===== config.mk =====
export PLATFORM = sky130hd
export DESIGN_NAME = fix_to_single_pipe
export DESIGN_NICKNAME = d
export VERILOG_FILES = /design/src/rtl/fix_to_single_pipe.sv
export SDC_FILE = /design/constraint.sdc
export NUM_CORES = 1
export LEC_CHECK = 0
export CAP_MARGIN = 30
export CORE_UTILIZATION = 25
export CTS_BUF_LIST = sky130_fd_sc_hd__clkbuf_8 sky130_fd_sc_hd__clkbuf_16
export CTS_CLUSTER_DIAMETER = 80
export CTS_CLUSTER_SIZE = 8
export DETAILED_ROUTE_END_ITERATION = 16
export DONT_BUFFER_PORTS = 1
export PLACE_DENSITY = 0.38
export SYNTH_ARGS = -nofsm -noshare
export SYNTH_HDL_FRONTEND = slang
export SYNTH_SLANG_ARGS = --single-unit

===== constraint.sdc =====
create_clock -name clk -period 5.3 [get_ports clk]
set_input_delay 0.53 -clock clk [delete_from_list [all_inputs] [get_ports clk]]
set_output_delay 0.53 -clock clk [all_outputs]
set_load 0.005 [all_outputs]

===== src/rtl/fix_to_single_pipe.sv =====
// Three-stage fixed-point to IEEE-754 single-precision converter with valid/ready flow control.
// Optional macro FIX_TO_SINGLE_ROUND_EN selects round-to-nearest-even; undefined truncates toward zero.
module fix_to_single_pipe #(
    parameter int INT_WIDTH   = 12,
    parameter int FRACT_WIDTH = 4,
    parameter bit SIGNED      = 1'b1
) (
    input  logic                             clk,
    input  logic                             rst,
    input  logic                             in_valid,
    output logic                             in_ready,
    input  logic [INT_WIDTH+FRACT_WIDTH-1:0] in_data,
    output logic                             out_valid,
    input  logic                             out_ready,
    output logic [31:0]                      out_data,
    output logic                             out_inexact
);

    localparam int N        = INT_WIDTH + FRACT_WIDTH;
    localparam int LZW      = $clog2(N + 1);
    localparam int EXP_BASE = 127 + INT_WIDTH - 1;

    generate
        if (N < 2 || N > 64 || INT_WIDTH < 0 || FRACT_WIDTH < 0 ||
            INT_WIDTH - 1 > 126 || FRACT_WIDTH > 126) begin : g_param_check
            $error("fix_to_single_pipe: illegal INT_WIDTH/FRACT_WIDTH combination");
        end
    endgenerate

    logic v1_q, v2_q, v3_q;
    logic ready1, ready2, ready3;

    logic           s1_sign_q, s1_sign_d;
    logic [N-1:0]   s1_mag_q,  s1_mag_d;
    logic           s2_sign_q;
    logic [LZW-1:0] s2_lz_q,   s2_lz_d;
    logic [N-1:0]   s2_norm_q, s2_norm_d;
    logic [31:0]    s3_data_q, s3_data_d;
    logic           s3_inexact_q, s3_inexact_d;

    // A stage may load when it is empty or its contents move on this cycle.
    assign ready3    = !v3_q || out_ready;
    assign ready2    = !v2_q || ready3;
    assign ready1    = !v1_q || ready2;
    assign in_ready  = ready1;
    assign out_valid = v3_q;
    assign out_data  = s3_data_q;
    assign out_inexact = s3_inexact_q;

    // Stage 1: sign and absolute value; the N-bit negate maps the most negative code to 2^(N-1).
    always_comb begin
        s1_sign_d = 1'b0;
        s1_mag_d  = in_data;
        if (SIGNED && in_data[N-1]) begin
            s1_sign_d = 1'b1;
            s1_mag_d  = -in_data;
        end
    end

    // Stage 2: leading-zero count; the highest set bit is the last one to win the scan.
    always_comb begin
        s2_lz_d = LZW'(N);
        for (int i = 0; i < N; i++) begin
            if (s1_mag_q[i]) s2_lz_d = LZW'(N - 1 - i);
        end
        s2_norm_d = s1_mag_q << s2_lz_d;
    end

    // Stage 3: the bits below the leading one are padded to 23 mantissa bits plus guard/sticky.
    logic [N+22:0] frac;
    logic [22:0]   mant_w, mant_r;
    logic [7:0]    exp_w, exp_r;
    logic          guard, sticky, is_zero;
`ifdef FIX_TO_SINGLE_ROUND_EN
    logic          round_up;
`endif

    always_comb begin
        frac    = {s2_norm_q[N-2:0], 24'd0};
        mant_w  = frac[N+22 -: 23];
        guard   = frac[N-1];
        sticky  = |frac[N-2:0];
        is_zero = !s2_norm_q[N-1];
        exp_w   = 8'(EXP_BASE) - 8'(s2_lz_q);
`ifdef FIX_TO_SINGLE_ROUND_EN
        // A carry out of an all-ones mantissa clears it and bumps the exponent field.
        round_up       = guard & (sticky | mant_w[0]);
        {exp_r, mant_r} = {exp_w, mant_w} + 31'(round_up);
`else
        {exp_r, mant_r} = {exp_w, mant_w};
`endif
        s3_data_d    = {s2_sign_q, exp_r, mant_r};
        s3_inexact_d = guard | sticky;
        if (is_zero) begin
            s3_data_d    = '0;
            s3_inexact_d = 1'b0;
        end
    end

    // NOTE: only the valid flags and the visible output need reset; upstream data is qualified by valid.
    always_ff @(posedge clk) begin
        if (ready1 && in_valid) begin
            s1_sign_q <= s1_sign_d;
            s1_mag_q  <= s1_mag_d;
        end
        if (ready2 && v1_q) begin
            s2_sign_q <= s1_sign_q;
            s2_lz_q   <= s2_lz_d;
            s2_norm_q <= s2_norm_d;
        end
    end

    // NOTE: sequential state uses non-blocking assignments so all stages shift on the same edge.
    always_ff @(posedge clk) begin
        if (rst) begin
            v1_q         <= 1'b0;
            v2_q         <= 1'b0;
            v3_q         <= 1'b0;
            s3_data_q    <= '0;
            s3_inexact_q <= 1'b0;
        end else begin
            if (ready1) v1_q <= in_valid;
            if (ready2) v2_q <= v1_q;
            if (ready3) v3_q <= v2_q;
            if (ready3 && v2_q) begin
                s3_data_q    <= s3_data_d;
                s3_inexact_q <= s3_inexact_d;
            end
        end
    end

endmodule

---- Word-level counts from Yosys, hierarchy flattened ----
Cells that the tools add are included.
storage, ports and cells
  flip-flop bits (word level) ............. 74
  bits in latches ......................... 0
  RAM bits ................................ 0
  memory bits (read-only) ................. 0
  input bits .............................. 20
  output and inout port bits .............. 35
  word-level logic and storage cells ...... 41
  memories ................................ 0
operators by class
  add/subtract/negate cells ............... 2
  multiply operators ...................... 0
  divide/modulo/power cells ............... 0
  magnitude comparators ................... 0
  eq/ne operators ......................... 0
  shifts and indexed selects .............. 1
  multiplexer cells ....................... 19
  bitwise gates (word level) .............. 0
  reduce and logical (&&, ||, !) cells .... 9
operators with widths
  kind                                              number
  two-way mux 5 bit                                 16
  two-way mux 32 bit                                1
  negation 16 bit                                   1
  << shifter 16 x 5 -> 16 bit                       1
  two-way mux 15 bit                                1
  subtractor 8 x 5 -> 8 bit (first input constant)  1
  logical AND 1 bit                                 3
  logical NOT 1 bit                                 3
  logical OR 1 bit                                  3
  two-way mux 1 bit                                 1

---- Logic depth before layout (Yosys ltp) ----
Gate-level depths: netlist (run 1).
  word-level depth ........................ 17
  gate-level depth with buffers ........... 9
  depth with buffers taken out ............ 8

---- Least setup slack after synthesis (run 1) ----
No wires, ideal clock.
  kind .................................... input-to-reg
  start point ............................. in out_ready
  end point ............................... reg s2_lz_q[0] (enable)
  library setup time ...................... 435 ps
  data arrival time ....................... 2284 ps
  data required time ...................... 4865 ps
  path slack .............................. 2581 ps
  cell stages on the path ................. 2
  path buffers ............................ 0
  path through ............................ nor2b_1 a21boi_0
on the way
  longest elaborated chain between the ends .. 3
ends and longest elaborated chain
  item                  RTL line  RTL
  from (decl)           14        input logic out_ready,
  logical OR 1 bit      42        assign ready3 = !v3_q || out_ready;
  logical OR 1 bit      43        assign ready2 = !v2_q || ready3;
  logical AND 1 bit     106       if (ready2 && v1_q) begin
  to (signal assigned)  108       s2_lz_q <= s2_lz_d;
  to (decl)             36        logic [LZW-1:0] s2_lz_q, s2_lz_d;
Every way passes these cells.
A chain may end at the register's enable or synchronous reset.

---- Final worst setup path (run 1) ----
  start point ............................. reg s1_mag_q[10]
  end point ............................... reg s2_norm_q[6] (data pin)
on the way
  longest elaborated chain between the ends .. 7
ends and longest elaborated chain
  item                             RTL line  RTL
  from (decl)                      34        logic [N-1:0] s1_mag_q, s1_mag_d;
  from (signal assigned)           104       s1_mag_q <= s1_mag_d;
  two-way mux 5 bit (6 in series)  64        if (s1_mag_q[i]) s2_lz_d = LZW'(N - 1 - i);
  << shifter 16 x 5 -> 16 bit (*)  66        s2_norm_d = s1_mag_q << s2_lz_d;
  to (signal assigned)             109       s2_norm_q <= s2_norm_d;
  to (decl)                        37        logic [N-1:0] s2_norm_q, s2_norm_d;
Every way passes the cells marked *; elsewhere a longest branch is shown, timed or not.

==> results of run 1 <==
## worst max-delay path by stage
stage	from	to	slack [ns]
after detailed placement	s1_mag_q[10]	s2_norm_q[6]	2.58
after global routing	s1_mag_q[10]	s2_norm_q[6]	2.49
final	s1_mag_q[10]	s2_norm_q[6]	2.58
after CTS	s1_mag_q[10]	s2_norm_q[6]	2.58
after global placement	s1_mag_q[10]	s2_norm_q[6]	2.63
after floorplan	out_ready	s2_lz_q[0]	2.58
## layer usage
metal / global-route usage [%] / wire length (microns) / vias to the layer above
li1: - / - / 1345
met1: 16.38 / 3983 / 1237
met2: 18.07 / 3647 / 68
met3: 3.008 / 385 / 13
met4: 6.944 / 210 / 0
met5: 0 / 0 / -
## kinds of logic after synthesis
logic type / count (synthesis) / synth area share, %
and+or+nand+nor: 144 / 19.89
AOI/OAI and AO/OA: 93 / 17.74
DFF: 66 / 48.25
buffers and inverters: 40 / 5.926
xor gates and xnor gates: 16 / 3.951
muxes: 11 / 3.422
adders and majority gates: 2 / 0.7054
other: 1 / 0.1057
## cell usage in the layout, fill, tap and decap left out, types with 11 or more instances in the layout
master and n:
clkbuf_16 11, nand2_1 50, nand3_1 29, inv_1 14
o21ai_0 19, a21oi_1 35, nor2_1 25, edfxtp_1 39
dfxtp_1 27, xnor2_1 15
## stage by stage
stage                     setup WS [ns]  instance area, sq um
after global placement            2.626                  3677
after detailed placement          2.585                  3689
after global routing              2.490                  4023
after CTS                         2.580                  4023
after floorplan                   2.581                  3577
final                             2.580                  4023
## state kept, by name, indices dropped and copies added (netlist names), 5 cells and up
register / flops
out_data: 24
s1_mag_q: 16
s2_lz_q: 5
s2_norm_q: 16
## power groups by stage
stage          combinational (mW)  clock, mW  sequential [mW]
2_1_floorplan               0.166          0            0.624
3_3_place_gp                0.195          0            0.638
3_5_place_dp                0.196          0            0.638
4_1_cts                     0.197      0.670            0.627
5_1_grt                     0.219      0.686            0.632
6_report                    0.195      0.647            0.626
## layout make-up
class / count / share of cell area, %
clock inverter: 4 / 1.120
sequential: 66 / 42.55
timing repair buffer: 3 / 0.6532
multi-input combinational: 275 / 41.46
inverter: 14 / 1.431
clock buffer: 12 / 7.185
tap: 180 / 5.599
## worst max-delay path: stages (launching register included)
cell      delay (ns)
edfxtp_1        0.52
or4_1           0.58
or3_1           0.33
o21a_4          0.28
clkinv_4        0.18
mux2i_1         0.23
o22ai_2         0.12
a22o_1          0.22
==> impl_results.md, run 1 <==
* Max-slew violation count at 0
* Hold/Removal Path Class: in -> reg
* All-Layer GR Usage at 12.31%
* CP Capture Type: flop
* Average size of a mapped cell at between 9 and 10 sq um
* Via count at ~2700
* Endpoints failing setup at 0
* Actual slew at the worst max-slew pin at 0.9005 ns
* Clk Latency, worst-skew pair at 0.34 ns
* Post-synth top area share at 33.02%
* Final cycle utilization of the critical path at 51.32%
* Worst Hold Slack at approximately 0.25 ns
* Sw frac at around a quarter
* Area of the core at around 14000 sq um
* Asr flop ratio synth at 0%
* Fraction of layout cells with a size suffix above 1 at 8.556%
* Worst Path Max Fanout at 25
* Num Clock Sinks at between 60 and 70
* Area of the mapped netlist at 3547 sq um
* Worst Path Required at approximately 5.4 ns
* MaxCap Viol Count at 0
* Int Power at ~1.1 mW
* # diodes at 0
* CP Launch Type: flop
* Leading area contributor after synthesis: edfxtp_1
* Post-synth EDFFs at 39
* Psw at approximately 0.37 mW
* Peak Freq at 367.7 MHz
* Post-route ant nets at 0
* Initial Util at roughly a quarter
* Resized Gates After CTS at 0
* Die X at roughly 120 microns
* Wirelength per Cell at about 15 microns
* Power Density at 365.1 nW/um^2
* Leak at 1.341 nW
* #FFs+latches synth at 66
* Largest net degree at the start of global routing at 28
* RSZ-0062 raised after global routing: false
* Top FF cell, synth: edfxtp_1
* Clock period minus worst slack at 2.720 ns
* Nets at 391
* Combinational Power Share at 13.3%
* Top cells by count, synth: nand2_1 (50), edfxtp_1 (39), a21oi_1 (35)
* Finished Layout Cells at ~550
* Register area at 1712 sq um
* 1st-iter DRT viols at around 210
* Final Hold Fails at 0
* YS warnings at 0
* Power share of the clock group at 44.1%
* Die area at 14670 sq um
* Sequential-to-total area share from yosys stat at 48.25%
* Hold Path Depth at 1
* Hold path endpoint: v1_q
* Layout filler cell count at 1461
* Area grow syn2layout at 13.40%
* DRC violations left at 0
* Postcts setup bufs at 0
* Cts hold-fix bufs at 0
* Die Ht at ~120 microns
* Worst R2R Path Depth at 7
* Vias in the first global route at 2542
* Tot Pwr at roughly 1.5 mW
* Setup CP Type: reg -> reg
* CP arrival at 2.81 ns
* Dominant cells by area after synthesis: edfxtp_1 (33%), dfxtp_1 (15%), nand2_1 (5.3%)
* Slew HR at 39.97%
* CTS max path bufs at 2
* 1st-pass router iterations at 10
* Ports at 55
* Hold Startpoint: rst
* Root buf cell: clkbuf_16
* Count leader, synth: nand2_1
* DR vias/cell at 4.807
* CTS tree: yes
* Wirelength, routed at 8226 microns
* VDD IR-drop max at 153.9 uV
* H-tree levels at 3
* Hpwl dp at 6124 microns
* Outcome: finished clean
* Reg2reg start: s1_mag_q[10]
* Global-route wire length before repair at around 14000 microns
* # placed instances at 538
* Number of CTS-inserted buffers at 9
* Cells after synthesis at between 300 and 400
* FF-to-FF setup slack at 2.58 ns
* Antenna violations before repair at 0
* Port bufs at 0
* Sequential Power Share at a little over two fifths
* Total Neg Setup Slack at 0 ns
* Area of the multi-input gates at around 1700 sq um
* Yosys cell types at 58
* Fin util at 28.98%
* Worst Clk Skew at 0.006646 ns
* Rows at 43
* R2R Path End: s2_norm_q[6]
* GP Congestion at 0.8872
* Grt ovf at 0
* CTS clk-pin slew, worst paths at roughly 0.050 ns
Note: power is estimated with default switching activity, not from simulation.
==> inputs of run 2 (changes only) <==
--- a/config.mk
+++ b/config.mk
@@ -5,6 +5,7 @@
 export SDC_FILE = /design/constraint.sdc
 export NUM_CORES = 1
 export LEC_CHECK = 0
+export ABC_AREA = 1
 export CAP_MARGIN = 30
 export CORE_UTILIZATION = 25
 export CTS_BUF_LIST = sky130_fd_sc_hd__clkbuf_8 sky130_fd_sc_hd__clkbuf_16
==> constraint.sdc (replaced) <==
create_clock -name clk -period 2.8 [get_ports clk]
set_input_delay 0.28 -clock clk [delete_from_list [all_inputs] [get_ports clk]]
set_output_delay 0.28 -clock clk [all_outputs]
set_load 0.005 [all_outputs]
==> impl_results.md, run 2 <==
* Outcome: finished clean
* Final instance area at 3901 sq um (-3.0%)
* Top FF cell, synth: edfxtp_1
* Hold Path Depth at 0 (-1)
* Leading area contributor after synthesis: edfxtp_1
* YS warnings at 0 (unchanged)
* Global-route wire length before repair at 14020 microns (+3.0%)
* Worst Path Required at 2.88 ns (-2.51 ns)
* Vias in the first global route at 2711 (+6.6%)
* 1st-pass router iterations at 4 (-6)
* Antenna violations before repair at 0 (unchanged)
* Cts hold-fix bufs at 6 (+6)
* Die area at 14160 sq um (-3.5%)
* Total Neg Setup Slack at 0 ns (unchanged)
* Gr busiest metal: met2
* Layout filler cell count at 1430 (-2.1%)
* Die Ht at 119.0 microns (-1.8%)
* CP Capture Type: flop
* R2R Path End: s2_norm_q[14]
* Setup CP Type: reg -> reg
* Area of the mapped netlist at 3421 sq um (-3.6%)
* Wirelength per Cell at 13.68 microns (-7.9%)
* Hpwl dp at 5893 microns (-3.8%)
* Die X at 119.0 microns (-1.8%)
* DRC violations left at 0 (unchanged)
* Post-synth EDFFs at 39 (unchanged)
* CTS tree: yes
* Power Density at 656.0 nW/um^2 (+80%)
* Clk Latency, worst-skew pair at 0.33 ns (about the same)
* Via count at 2713 (+1.9%)
* Clock period minus worst slack at 2.157 ns (-0.5627 ns)
* Sequential-to-total area share from yosys stat at 50.04% (+1.8 points)
* Count leader, synth: nand2_1
* All-Layer GR Usage at 12.87% (+0.57 points)
* Post-route ant nets at 0 (unchanged)
* RSZ-0062 raised after global routing: false
* Hold path endpoint: s1_mag_q[0]
* Area of the multi-input gates at 1425 sq um (-15%)
* Delay-heaviest family, CP: simple AND/OR/NAND/NOR gates
* Crit path top cell by count: nand3_1
* Resized Gates After CTS at 0 (unchanged)
* Largest net degree at the start of global routing at 26 (-7.1%)
* MaxCap Viol Count at 0 (unchanged)
* Area of the core at 13300 sq um (-4.2%)
* FF-to-FF setup slack at 0.64 ns (-1.94 ns)
* Worst R2R Path Depth at 14 (+7)
* Rows at 42 (-2.3%)
* Grt ovf at 0 (unchanged)
* DR vias/cell at 4.470 (-7.0%)
* Initial Util at 25.73% (+0.17 points)
* Ports at 55 (unchanged)
* #FFs+latches synth at 66 (unchanged)
* Reg2reg start: s1_mag_q[0]
* Actual slew at the worst max-slew pin at 0.8210 ns (-0.07948 ns)
* Register area at 1712 sq um (unchanged)
* Max reg flops at 24 (unchanged)
* Nets at 448 (+15%)
* Finished Layout Cells at 607 (+9.6%)
* Worst Hold Slack at 0.04513 ns (-0.2090 ns)
* Slowest cell on the critical path: edfxtp_1
* Worst setup margin at 0.6429 ns (-1.937 ns)
* Hold Startpoint: in_data[0]
* Num Clock Sinks at 66 (unchanged)
* # placed instances at 585 (+8.7%)
* Final Hold Fails at 0 (unchanged)
* CP Launch Type: flop
* Wirelength, routed at 8303 microns (+0.94%)
* 1st-iter DRT viols at 186 (-11%)
* Leak at 1.565 nW (+17%)
* Tot Pwr at 2.559 mW (+74%)
* CP arrival at 2.24 ns (-0.57 ns)
* Endpoints failing setup at 0 (unchanged)
* Top cells by count, synth: nand2_1 (116), nand3_1 (62), edfxtp_1 (39)
* Met2 GRT Util at 21.53% (+3.5 points)
* Port bufs at 0 (unchanged)
* Area grow syn2layout at 14.05%
* Peak Freq at 463.6 MHz (+26%)
* Pre-CTS WS at 0.6699 ns (-1.915 ns)
* CTS max path bufs at 2 (unchanged)
* Root buf cell: clkbuf_16
* VDD IR-drop max at 259.4 uV (+69%)
* Max-slew violation count at 0 (unchanged)
* Yosys cell types at 35 (-40%)
* Slew HR at 45.20% (+5.2 points)
* Max incr delay on CP at 0.46 ns (-0.12 ns)
* Met3 Use GR at 3.448% (+0.44 points)
* # diodes at 0 (unchanged)
* Number of CTS-inserted buffers at 9 (unchanged)
* Crit path buffers/inverters at 2 (+1)
* Worst Clk Skew at 0.006121 ns (-0.0005248 ns)
* Final cycle utilization of the critical path at 77.04% (+26 points)
* Crit-path cells: inv_1 > nand2_1 > nand3_1 > nand3_1 > nand3_1 > nand3_1 > nand3_1 > nand3_1 > nand3_2 > clkinv_2 > nand3_1 > nand3_2 > nand3_1 > nand2_1
* CTS clk-pin slew, worst paths at 0.05 ns (about the same)
* Hold/Removal Path Class: in -> reg
* Asr flop ratio synth at 0% (unchanged)
* Most frequent cells in the layout: nand2_1 (116), nand3_1 (62), edfxtp_1 (39)
* Met1 usage at 15.80% (-0.59 points)
* Fraction of layout cells with a size suffix above 1 at 8.585% (+0.029 points)
* Post-synth top area share at 34.24% (+1.2 points)
* Commonest non-fill, non-tap cell in the layout: nand2_1
* GP Congestion at 0.8038 (-9.4%)
* Dominant cells by area after synthesis: edfxtp_1 (34%), dfxtp_1 (16%), nand2_1 (13%)
* Average size of a mapped cell at 8.145 sq um (-14%)
* Placed Area at 3553 sq um (-3.7%)
* Postcts setup bufs at 0 (unchanged)
* Worst Path Max Fanout at 17 (-32%)
* H-tree levels at 3 (unchanged)
* Fin util at 29.34% (+0.36 points)
* Cells after synthesis at 420 (+13%)
-- run 2: cell count changes after synthesis, moves of 8 or more --
cell / previous run / this run
nand2_1: 50 / 116
nand3_1: 29 / 62
o21ai_0: 19 / 3
inv_1: 13 / 32
xnor2_1: 15 / 6
mux2i_1: 8 / 0
-- run 2: worst max-delay path by stage --
stage	from	endpoint	cells past startpoint
4_1_cts	s1_mag_q[0]	s2_norm_q[14]	14
2_1_floorplan	s1_mag_q[1]	s2_norm_q[14]	19
5_1_grt	s1_mag_q[0]	s2_norm_q[14]	20
3_5_place_dp	s1_mag_q[0]	s2_norm_q[14]	14
3_3_place_gp	s1_mag_q[0]	s2_norm_q[11]	14
6_report	s1_mag_q[0]	s2_norm_q[14]	14
-- run 2: worst register-to-register path: stages, from the launching register on --
cell and delay (ns):
edfxtp_1 0.46, inv_1 0.11, nand2_1 0.07, nand3_1 0.07, nand3_1 0.08, nand3_1 0.08, nand3_1 0.07, nand3_1 0.08
nand3_1 0.09, nand3_2 0.10, clkinv_2 0.22, nand3_1 0.23, nand3_2 0.11, nand3_1 0.09, nand2_1 0.05
-- run 2: routing by layer --
metal | up-vias | part of all wire (%)
met3 | 8 | 5.0
met2 | 74 | 48
li1 | 1382 | -
met4 | 0 | 1.5
met5 | - | 0
met1 | 1249 | 46
-- run 2: cell type report --
cell class	count	area share (%)
well taps	176	5.645
clock buffers	10	6.414
multi-input cells	296	36.53
inverters	42	4.073
repair buffers	11	2.502
flip-flops and latches	66	43.87
clock inverters	6	0.9622
-- run 2: kinds of logic (layout without fill, tap and decap cells) --
logic type | Yosys count | after routing | share of synthesized area (%)
AO/OA/AOI/OAI | 46 | 46 | 7.316
flip-flops | 66 | 66 | 50.04
XOR/XNOR | 14 | 14 | 3.585
adder cells (fa/ha/maj) | 2 | 2 | 0.7314
other | 1 | 9 | 0.1096
AND/OR/NAND/NOR | 225 | 225 | 29.04
buffers and inverters | 66 | 69 | 9.181
-- run 2: where the power goes --
group	total (mW)	internal, mW	switching, mW
clock	1.09	0.652	0.434
combinational	0.342	0.112	0.230
sequential	1.13	1.10	0.0299
==> inputs of run 3 (changes only) <==
==> constraint.sdc (replaced) <==
create_clock -name clk -period 2.2 [get_ports clk]
set_input_delay 0.22 -clock clk [delete_from_list [all_inputs] [get_ports clk]]
set_output_delay 0.22 -clock clk [all_outputs]
set_load 0.005 [all_outputs]
==> impl_results.md, run 3 (same netlist as run 2, synthesis figures left out) <==
* Most frequent cells in the layout: nand2_1 (114), nand3_1 (61), edfxtp_1 (39)
* MaxCap Viol Count at 0 (unchanged)
* Slowest cell on the critical path: edfxtp_1
* Wirelength per Cell at 12.38 microns (-9.5%)
* Placed Area at 3596 sq um (+1.2%)
* Worst Clk Skew at 0.005046 ns (-0.001075 ns)
* Root buf cell: clkbuf_16
* Layout filler cell count at 1433 (+0.21%)
* Worst Path Max Fanout at 8 (-9)
* Power share of the clock group at 43.0% (+0.6 points)
* Pre-CTS WS at 0.1278 ns (-0.5421 ns)
* Peak Freq at 499.0 MHz (+7.6%)
* All-Layer GR Usage at 11.29% (-1.6 points)
* Slew HR at 34.88% (-10 points)
* Num Clock Sinks at 66 (unchanged)
* Port bufs at 0 (unchanged)
* Initial Util at 25.73% (unchanged)
* Setup CP Type: reg -> reg
* Tot Pwr at 3.317 mW (+30%)
* Worst setup margin at 0.1958 ns (-0.4471 ns)
* DR vias/cell at 4.368 (-2.3%)
* # diodes at 0 (unchanged)
* Sw frac at 25.91% (-1.2 points)
* Grt ovf at 0 (unchanged)
* Commonest non-fill, non-tap cell in the layout: nand2_1
* Max incr delay on CP at 0.40 ns (-0.06 ns)
* Psw at 0.8594 mW (+24%)
* DRC violations left at 0 (unchanged)
* 1st-iter DRT viols at 93 (-50%)
* Number of CTS-inserted buffers at 9 (unchanged)
* Total Neg Setup Slack at 0 ns (unchanged)
* Wirelength, routed at 7602 microns (-8.4%)
* Global-route wire length before repair at 12540 microns (-11%)
* GP Congestion at 0.8441 (+5.0%)
* Int Power at 2.458 mW (+32%)
* Sequential Power Share at 43.4% (-0.8 points)
* Die X at 119.0 microns (unchanged)
* VDD IR-drop max at 332.4 uV (+28%)
* H-tree levels at 3 (unchanged)
* Largest net degree at the start of global routing at 28 (+7.7%)
* Die Ht at 119.0 microns (unchanged)
* Hold Startpoint: in_valid
* Area of the multi-input gates at 1480 sq um (+3.9%)
* Worst Path Required at 2.28 ns (-0.60 ns)
* CP Capture Type: flop
* Outcome: finished clean
* CTS max path bufs at 2 (unchanged)
* Register area at 1712 sq um (unchanged)
* RSZ-0062 raised after global routing: true
* CTS tree: yes
* CTS clk-pin slew, worst paths at 0.05 ns (about the same)
* Hold/Removal Path Class: in -> reg
* Fraction of layout cells with a size suffix above 1 at 11.19% (+2.6 points)
* Post-route ant nets at 0 (unchanged)
* Combinational Power Share at 13.7% (+0.3 points)
* Ports at 55 (unchanged)
* 1st-pass router iterations at 5 (+1)
* Reg2reg start: s1_mag_q[0]
* Max reg flops at 24 (unchanged)
* Area grow syn2layout at 17.19%
* Nets at 455 (+1.6%)
* Vias in the first global route at 2574 (-5.1%)
* Crit-path cells: nand2_1 > nand2_1 > nand2_1 > nand2_1 > nand2_1 > nand2_1 > nand2_1 > nand2_1 > nand2_1 > nand2_2 > nand2_4 > nand2_8 > nand2_4 > nand2_1 > nand3_1 > nand2_1 > inv_1 > nand2_1 > clkinv_1 > nand2_1
* Via count at 2682 (-1.1%)
* Leak at 1.611 nW (+2.9%)
* Clock period minus worst slack at 2.004 ns (-0.1529 ns)
* Power Density at 827.4 nW/um^2 (+26%)
* Final cycle utilization of the critical path at 91.10% (+14 points)
* CP arrival at 2.08 ns (-0.16 ns)
* Worst Setup SP: s1_mag_q[0]
* Die area at 14160 sq um (unchanged)
* Final Hold Fails at 0 (unchanged)
* Clk Latency, worst-skew pair at 0.33 ns (about the same)
* CP Launch Type: flop
* Rows at 42 (unchanged)
* Actual slew at the worst max-slew pin at 0.9735 ns (+0.1525 ns)
* Endpoints failing setup at 0 (unchanged)
* Crit path top cell by count: nand2_1
* Area of the core at 13300 sq um (unchanged)
* Final instance area at 4009 sq um (+2.8%)
* Hpwl dp at 5697 microns (-3.3%)
* Max-slew violation count at 0 (unchanged)
* Antenna violations before repair at 0 (unchanged)
## run 3: changes by cell type in the layout (fill, tap and decap cells not counted), sizes merged
cell / before / now
buf: 5 / 13
clkinv: 9 / 6
dlygate4sd3: 6 / 3
clkinvlp: 0 / 2
nand2: 120 / 122
bufinv: 0 / 1
## run 3: worst max-delay path, delay by kind of cell, from the launching register on
kind          cells  cell delay (ns)
buf+inv           2             0.09
flops             1             0.40
simple gates     18             1.27
## run 3: worst paths after layout
path / to / slack, ns / cells after the start
min reg2reg: s2_sign_q / 0.44 / 0
min: v1_q / 0.07 / 2
max: s2_norm_q[12] / 0.20 / 20
max reg2reg: s2_norm_q[12] / 0.20 / 20
## run 3: power groups by stage
stage	clock (mW)	sequential, mW	combinational (mW)
global route	1.51	1.45	0.519
CTS	1.47	1.44	0.427
floorplan	0	1.45	0.350
detailed placement	0	1.47	0.414
finish	1.43	1.44	0.453
global placement	0	1.47	0.417
## run 3: layout make-up
cell class | count | area share, %
Timing Repair Buffer | 16 | 3.496
Clock inverter | 6 | 1.436
Sequential cell | 66 | 42.70
Multi-Input combinational cell | 298 | 36.92
Clock buffer | 10 | 5.961
Tap cell | 176 | 5.493
Inverter | 42 | 3.995
## run 3: per-layer routing
| metal | up-vias | part of all wire (%) | wire length (microns) | track usage, % |
|---|---|---|---|---|
| met5 | - | 0 | 0 | 0 |
| met4 | 0 | 1.4 | 107 | 4.905 |
| met3 | 8 | 4.6 | 350 | 2.921 |
| met2 | 65 | 44 | 3364 | 17.36 |
| met1 | 1204 | 50 | 3780 | 14.90 |
| li1 | 1405 | - | - | - |
## run 3: stage by stage
step                      hold slack (ns)  instances  utilization [%]
after floorplan                    0.3189        428                -
after global placement             0.2919        589            27.05
after detailed placement           0.2938        589            27.05
after CTS                         0.05975        608            29.50
after global routing              0.07969        614            30.15
final                             0.07143        614            30.15
## run 3: what timing repair did
action                                 4_1_cts  5_1_grt
buffers inserted                             0        4
endpoints found under the hold margin       29        0
gates resized for setup                      0        7
setup endpoints to repair                    0       14
hold buffers                                 3        0
